$ cat src/rtl/mmio_led_pwm.sv
// Memory-mapped LED / RGB PWM peripheral with a free-running millisecond counter.
// Sits on the data-memory bus; reads return registered data one cycle after the request.
module mmio_led_pwm #(
  parameter int unsigned CLK_HZ   = 12000000,
  parameter int unsigned PWM_BITS = 8
) (
  input  logic        clk,
  input  logic        reset,
  input  logic        sel,
  input  logic        we,
  input  logic [4:0]  addr,
  input  logic [31:0] wdata,
  output logic [31:0] rdata,
  output logic        LED,
  output logic        RGB_R,
  output logic        RGB_G,
  output logic        RGB_B
);

  localparam int unsigned TickDiv = (CLK_HZ / 1000 < 1) ? 1 : CLK_HZ / 1000;
  localparam int unsigned PresW   = ($clog2(TickDiv) < 1) ? 1 : $clog2(TickDiv);
  localparam logic [PresW-1:0]    PresMax = PresW'(TickDiv - 1);
  localparam logic [PWM_BITS-1:0] PwmMax  = '1;

  logic [1:0]          ctrl_q;
  logic [PWM_BITS-1:0] duty_r_q, duty_g_q, duty_b_q;
  logic [PWM_BITS-1:0] shadow_r_q, shadow_g_q, shadow_b_q;
  logic [PWM_BITS-1:0] pwm_cnt_q;
  logic [31:0]         millis_q;
  logic                status_q;
  logic [PresW-1:0]    presc_q;
  logic [31:0]         rdata_q;

  logic [2:0]  idx;
  logic        rd_en, wr_en;
  logic        wr_ctrl, wr_duty_r, wr_duty_g, wr_duty_b, wr_millis, wr_status;
  logic        tick;
  logic        pwm_en;
  logic [31:0] rd_val;
  logic [1:0]  unused_addr;

  // Byte lanes within a word are not decoded.
  assign unused_addr = addr[1:0];

  always_comb begin
    idx       = addr[4:2];
    rd_en     = sel & ~we;
    wr_en     = sel & we;
    wr_ctrl   = wr_en & (idx == 3'd0);
    wr_duty_r = wr_en & (idx == 3'd1);
    wr_duty_g = wr_en & (idx == 3'd2);
    wr_duty_b = wr_en & (idx == 3'd3);
    wr_millis = wr_en & (idx == 3'd4);
    wr_status = wr_en & (idx == 3'd5);
    tick      = (presc_q == PresMax);
    pwm_en    = ctrl_q[1];
  end

  always_comb begin
    rd_val = '0;
    case (idx)
      3'd0:    rd_val = {30'b0, ctrl_q};
      3'd1:    rd_val = 32'(duty_r_q);
      3'd2:    rd_val = 32'(duty_g_q);
      3'd3:    rd_val = 32'(duty_b_q);
      3'd4:    rd_val = millis_q;
      3'd5:    rd_val = {31'b0, status_q};
      default: rd_val = '0;
    endcase
  end

  always_ff @(posedge clk) begin
    if (!reset) begin
      ctrl_q     <= '0;
      duty_r_q   <= '0;
      duty_g_q   <= '0;
      duty_b_q   <= '0;
      shadow_r_q <= '0;
      shadow_g_q <= '0;
      shadow_b_q <= '0;
      pwm_cnt_q  <= '0;
      millis_q   <= '0;
      status_q   <= 1'b0;
      presc_q    <= '0;
      rdata_q    <= '0;
    end else begin
      if (rd_en) rdata_q <= rd_val;

      if (wr_ctrl)   ctrl_q   <= wdata[1:0];
      if (wr_duty_r) duty_r_q <= wdata[PWM_BITS-1:0];
      if (wr_duty_g) duty_g_q <= wdata[PWM_BITS-1:0];
      if (wr_duty_b) duty_b_q <= wdata[PWM_BITS-1:0];

      // A firmware write to MILLIS beats a coincident tick increment.
      if (wr_millis)  millis_q <= wdata;
      else if (tick)  millis_q <= millis_q + 32'd1;

      if (wr_millis || tick) presc_q <= '0;
      else                   presc_q <= presc_q + PresW'(1);

      if (tick)           status_q <= 1'b1;
      else if (wr_status) status_q <= 1'b0;

      // Shadows only reload at the period boundary; disabled PWM reloads every cycle.
      if (!pwm_en) begin
        pwm_cnt_q  <= '0;
        shadow_r_q <= duty_r_q;
        shadow_g_q <= duty_g_q;
        shadow_b_q <= duty_b_q;
      end else begin
        pwm_cnt_q <= pwm_cnt_q + PWM_BITS'(1);
        if (pwm_cnt_q == PwmMax) begin
          shadow_r_q <= duty_r_q;
          shadow_g_q <= duty_g_q;
          shadow_b_q <= duty_b_q;
        end
      end
    end
  end

  always_comb begin
    rdata = rdata_q;
    LED   = ctrl_q[0];
    RGB_R = ~(pwm_en & (pwm_cnt_q < shadow_r_q));
    RGB_G = ~(pwm_en & (pwm_cnt_q < shadow_g_q));
    RGB_B = ~(pwm_en & (pwm_cnt_q < shadow_b_q));
  end

endmodule

$ cat config.mk
export PLATFORM = sky130hd
export DESIGN_NAME = mmio_led_pwm
export DESIGN_NICKNAME = d
export VERILOG_FILES = /design/src/rtl/mmio_led_pwm.sv
export SDC_FILE = /design/constraint.sdc
export NUM_CORES = 1
export LEC_CHECK = 0
export CORE_MARGIN = 8
export CORE_UTILIZATION = 40
export CTS_CLUSTER_DIAMETER = 50
export CTS_CLUSTER_SIZE = 14
export DETAILED_ROUTE_END_ITERATION = 7
export PLACE_DENSITY_LB_ADDON = 0.08
export SLEW_MARGIN = 40
export SYNTH_ARGS = -nofsm -noshare
export SYNTH_HDL_FRONTEND = slang
export SYNTH_SLANG_ARGS = --single-unit
$ cat constraint.sdc
create_clock -name clk -period 2.6 [get_ports clk]
set_clock_uncertainty 0.05 [all_clocks]
set_input_delay 0.52 -clock clk [delete_from_list [all_inputs] [get_ports clk]]
set_output_delay 0.52 -clock clk [all_outputs]
set_load 0.02 [all_outputs]
# --- Yosys cells after proc, flatten, opt, wreduce, memory -nomap -nowiden ---
# Cells that the tools add are included.
# W data, S select, Z words.
word_totals:
  ram_bits: 0
  mem_bits_ro: 0
  register_bits: 137
  latch_bits: 0
  out_inout_bits: 36
  mem_count: 0
op_classes:
  add_sub_neg: 3
  n_mux: 11
  eq_ne: 8
  bitwise: 16
  n_reduce_logical: 6
  mul: 0
  n_div: 0
  n_shift: 0
  magnitude_cmp: 3
op_table:
  columns: ["operator", "n"]
  rows:
  - ["$pmux W32 S6", 1]
  - ["$mux W32", 2]
  - ["$mux W8", 6]
  - ["$add A32 B1 Y32 const B", 1]
  - ["$lt A8 B8 Y1", 3]
  - ["$add A14 B1 Y14 const B", 1]
  - ["$eq A14 B14 Y1 const B", 1]
  - ["$and A1 B1 Y1", 11]
  - ["$add A8 B1 Y8 const B", 1]
  - ["$eq A8 B8 Y1 const B", 1]
  - ["$eq A3 B2 Y1 const B", 2]
  - ["$eq A3 B3 Y1 const B", 2]
  - ["$not A1 Y1", 5]
  - ["$reduce_bool A2 Y1", 2]
  - ["$eq A3 B1 Y1 const B", 1]
  - ["$logic_not A3 Y1", 1]
  - ["$mux W1", 2]
  - ["$ne A2 B1 Y1 const B", 1]
  - ["$reduce_and A2 Y1", 1]
  - ["$reduce_or A2 Y1", 1]
  - ["$logic_or A1 B1 Y1", 1]

# --- Longest topological paths before layout ---
logic_depth:
  depth_word: 4
  mapped_depth: 7
  ltp_nobuf: 6

# --- Worst setup path before layout ---
# OpenSTA, ideal clock, no wires.
synth_timing:
  kind: "register to register"
  from: "register presc_q[5]"
  to: "register millis_q[7]"
  t_required_ps: 2464
  period_less_slack_ps: 2211
  t_arrival_ps: 2076
  setup_time_ps: 86
  path_stages_with_launch: 6
  path_slack_ps: 389
  cell_sequence: "dfxtp_1 > or4b_4 > or4_4 > or3_1 > xor2_1 > a211oi_1"
synth_via:
  elab_chain_cells: 2
synth_lines:
  columns: ["item", "line", "rtl"]
  rows:
  - ["start: declaration", "31", "logic [PresW-1:0] presc_q;"]
  - ["start signal: assignment", "99", "else presc_q <= presc_q + PresW'(1);"]
  - ["$eq A14 B14 Y1", "55", "tick = (presc_q == PresMax);"]
  - ["$reduce_bool A2 Y1 (no source line)", null, null]
  - ["end signal: assignment", "95", "if (wr_millis) millis_q <= wdata;"]
  - ["end signal: assignment", "96", "else if (tick) millis_q <= millis_q + 32'd1;"]
  - ["end: declaration", "29", "logic [31:0] millis_q;"]
# Every way passes these cells.
# A chain may end at the register's enable or synchronous reset.

# --- Worst setup path in the final report ---
layout_timing:
  from: "register shadow_r_q[5]"
  to: "output RGB_R"
layout_via:
  elab_chain_cells: 3
layout_lines:
  columns: ["item", "line", "rtl"]
  rows:
  - ["start: declaration", "27", "logic [PWM_BITS-1:0] shadow_r_q, shadow_g_q, shadow_b_q;"]
  - ["start signal: assignment", "107", "shadow_r_q <= duty_r_q;"]
  - ["start signal: assignment", "113", "shadow_r_q <= duty_r_q;"]
  - ["$lt A8 B8 Y1", "124", "RGB_R = ~(pwm_en & (pwm_cnt_q < shadow_r_q));"]
  - ["$and A1 B1 Y1", "124", null]
  - ["$not A1 Y1", "124", null]
  - ["end: declaration", "15", "output logic RGB_R,"]
# Every way passes these cells.

==> results.yml <==
hold_path:
  hp-class: "flip-flop to flip-flop"
synth:
  avgSynthCellArea_um2: 8.514
  synth_cells: 752
  synth-main-ff-cell: "dfxtp_1"
  synth-edff-count: 0
  synthArstFlopShare_pct: 0
  synth.cell_area_mm2: 0.006402
  ys_top_cells_by_area: "dfxtp_1 (43%), a21oi_1 (6.4%), nand2_1 (5.6%), ha_1 (4.7%), mux2i_1 (4.4%)"
  syn_nets: 817
  yosys.area.top_type: "dfxtp_1"
  ys_seq_area_share_pct: 42.84
  yosys-top-cells-count: "dfxtp_1 (137), nand2_1 (96), a21oi_1 (82)"
  yosysTopAreaCellShare_pct: 42.84
  synth_cell_types: 46
  synth_seq_cells: 137
  yosys_warnings: 0
  synth.most_common_cell: "dfxtp_1"
clock_network:
  hold_buffers: 0
  insertion_delay_ps: 420
  cts.path.max_buffers: 2
  cts_num_sinks: 137
  clkSlewWorstSetupHoldPaths_ps: 60
  cts_tree: "yes"
  h-tree-depth: 4
  cts_buffers: 17
  cts_root_buf: "clkbuf_16"
  post_cts_buffers: 0
status:
  outcome: "completed"
setup_path:
  cp.required_ps: 2030
  critical_path_class: "flip-flop to output port"
  cp-start-kind: "flip-flop"
  cp.arrival_ps: 1920
  end_kind: "output port"
  path_max_fanout: 2
finish:
  antenna_cells: 0
  post-route-util_pct: 51.52
  multi_input_area_mm2: 0.003405
  syn2layout_area_growth_pct: 26.89
  drive_gt1_share_pct: 11.05
  seqCellArea_mm2: 0.002743
  final_area_mm2: 0.008124
  fin_nets: 894
  fillers: 1526
place:
  placed_cell_area_mm2: 0.007482
  gp_congestion: 0.7655
  dp_slack_ps: -48.89
  post-dp-hpwl_um: 11870
  portBuffers: 74
sta:
  worst_pin_slew_ps: 720.3
  fin_crit_ps: 2486
  relSlewSlack_pct: 51.54
  fin_ws_ps: 114.0
  finalHoldViolations: 0
  period_share_pct: 95.62
  max_freq_ghz: 0.4022
  setup_violations: 0
  rsz0062_at_grt: "true"
  drv_slew: 0
global_routing:
  grt_max_degree: 46
  grt_pass1_wl_um: 26790
  grt-ovfl-total: 0
  antenna_found_initial: 0
  first_global_vias: 5267
  track_usage_pct: 16.61
drt:
  drt-total-wl_um: 16640
  via_per_inst: 5.236
  dr.pass1.iters: 4
  drtIter0Drc: 304
  ant_nets: 0
  drcViolationCount: 0
  avgRoutedWirePerCell_um: 15.73
  vias: 5540
floorplan:
  core_mm2: 0.01577
  fp.dieArea_mm2: 0.02031
  core.rowCount: 46
  start_util_pct: 40.60
  die-height_um: 142.5
  ioPinCount: 77
  die_w_um: 142.5
power_and_ir_drop:
  worst_ir_drop_vdd_mv: 0.4600
  powerDensity_mw_per_mm2: 602.0
  power.leakage_uw: 0.002762
flow_run:
  drv_cap: 0
## placed cells by master (no fill, tap or decap), types with 5 or more instances in the layout
cell / instances
a211oi_1: 5
a21oi_1: 82
a221oi_1: 8
a22o_1: 6
buf_12: 5
buf_4: 22
clkbuf_16: 17
clkbuf_8: 6
clkdlybuf4s50_1: 71
dfxtp_1: 137
ha_1: 24
inv_1: 28
mux2_2: 6
mux2i_1: 28
nand2_1: 96
nand2b_1: 7
nand3_1: 42
nand4_1: 10
nor2_1: 69
nor3_1: 16
nor4_1: 7
nor4_2: 8
o21ai_0: 34
or3_1: 6
xnor2_1: 32
xor2_1: 15
## power by group
group	switching, µW	internal (µW)
sequential	26.7	2130
combinational	153	132
clock	888	1560
total	1070	3820
## critical path, cell delays in order, from the launching register on
cell,delay (ps)
dfxtp_1,330
inv_1,50
ha_1,330
a2111oi_4,330
nor2b_2,210
a221oi_2,70
buf_2,180
## cell type report
cell class / count / area share, %
inverter: 30 / 1.386
multi-input combinational: 542 / 41.91
timing repair buffer: 101 / 12.20
tap: 216 / 3.327
clock buffer: 25 / 6.345
clock inverter: 7 / 1.078
sequential: 137 / 33.76
## metrics by stage
| step | TNS [ps] | total power (µW) | hold WS [ps] | instances |
|---|---|---|---|---|
| global route | 0 | 5056 | 419.2 | 1058 |
| floorplan | 0 | 2335 | 379.8 | 752 |
| CTS | 0 | 4944 | 404.3 | 1058 |
| detailed placement | -48.89 | 2488 | 394.9 | 1026 |
| global placement | 0 | 2482 | 392.8 | 1026 |
| finish | 0 | 4890 | 400.4 | 1058 |
## cells by family (layout without fill, tap and decap cells)
group	Yosys count	count (layout)	synth area share, %
buf+inv	73	163	4.905
xor+xnor	47	47	6.430
simple gates	289	289	22.16
fa+ha+maj	24	24	4.690
compound gates	146	146	12.84
mux	36	36	6.136
flops	137	137	42.84
## final timing paths
check                              startpoint  slack (ps)       endpoint  depth (start not counted)
worst max-delay path            shadow_r_q[5]         110          RGB_R                          6
worst min-delay path            shadow_b_q[1]         400  shadow_b_q[1]                          2
worst max register to register     presc_q[8]         120   millis_q[29]                          6
worst min register to register  shadow_b_q[1]         400  shadow_b_q[1]                          2
## timing repair
action	in CTS	in global routing
setup endpoints to repair	3	3
gates resized for setup	20	6
pin swaps	0	2
## metal layers
layer / vias to the layer above / part of all wire [%] / track usage [%]
li1: 2752 / - / -
met1: 2647 / 48 / 22.26
met2: 123 / 45 / 25.35
met3: 18 / 5.0 / 4.260
met4: 0 / 1.4 / 5.593
met5: - / 0 / 0
Note: power is estimated with default switching activity, not from simulation.
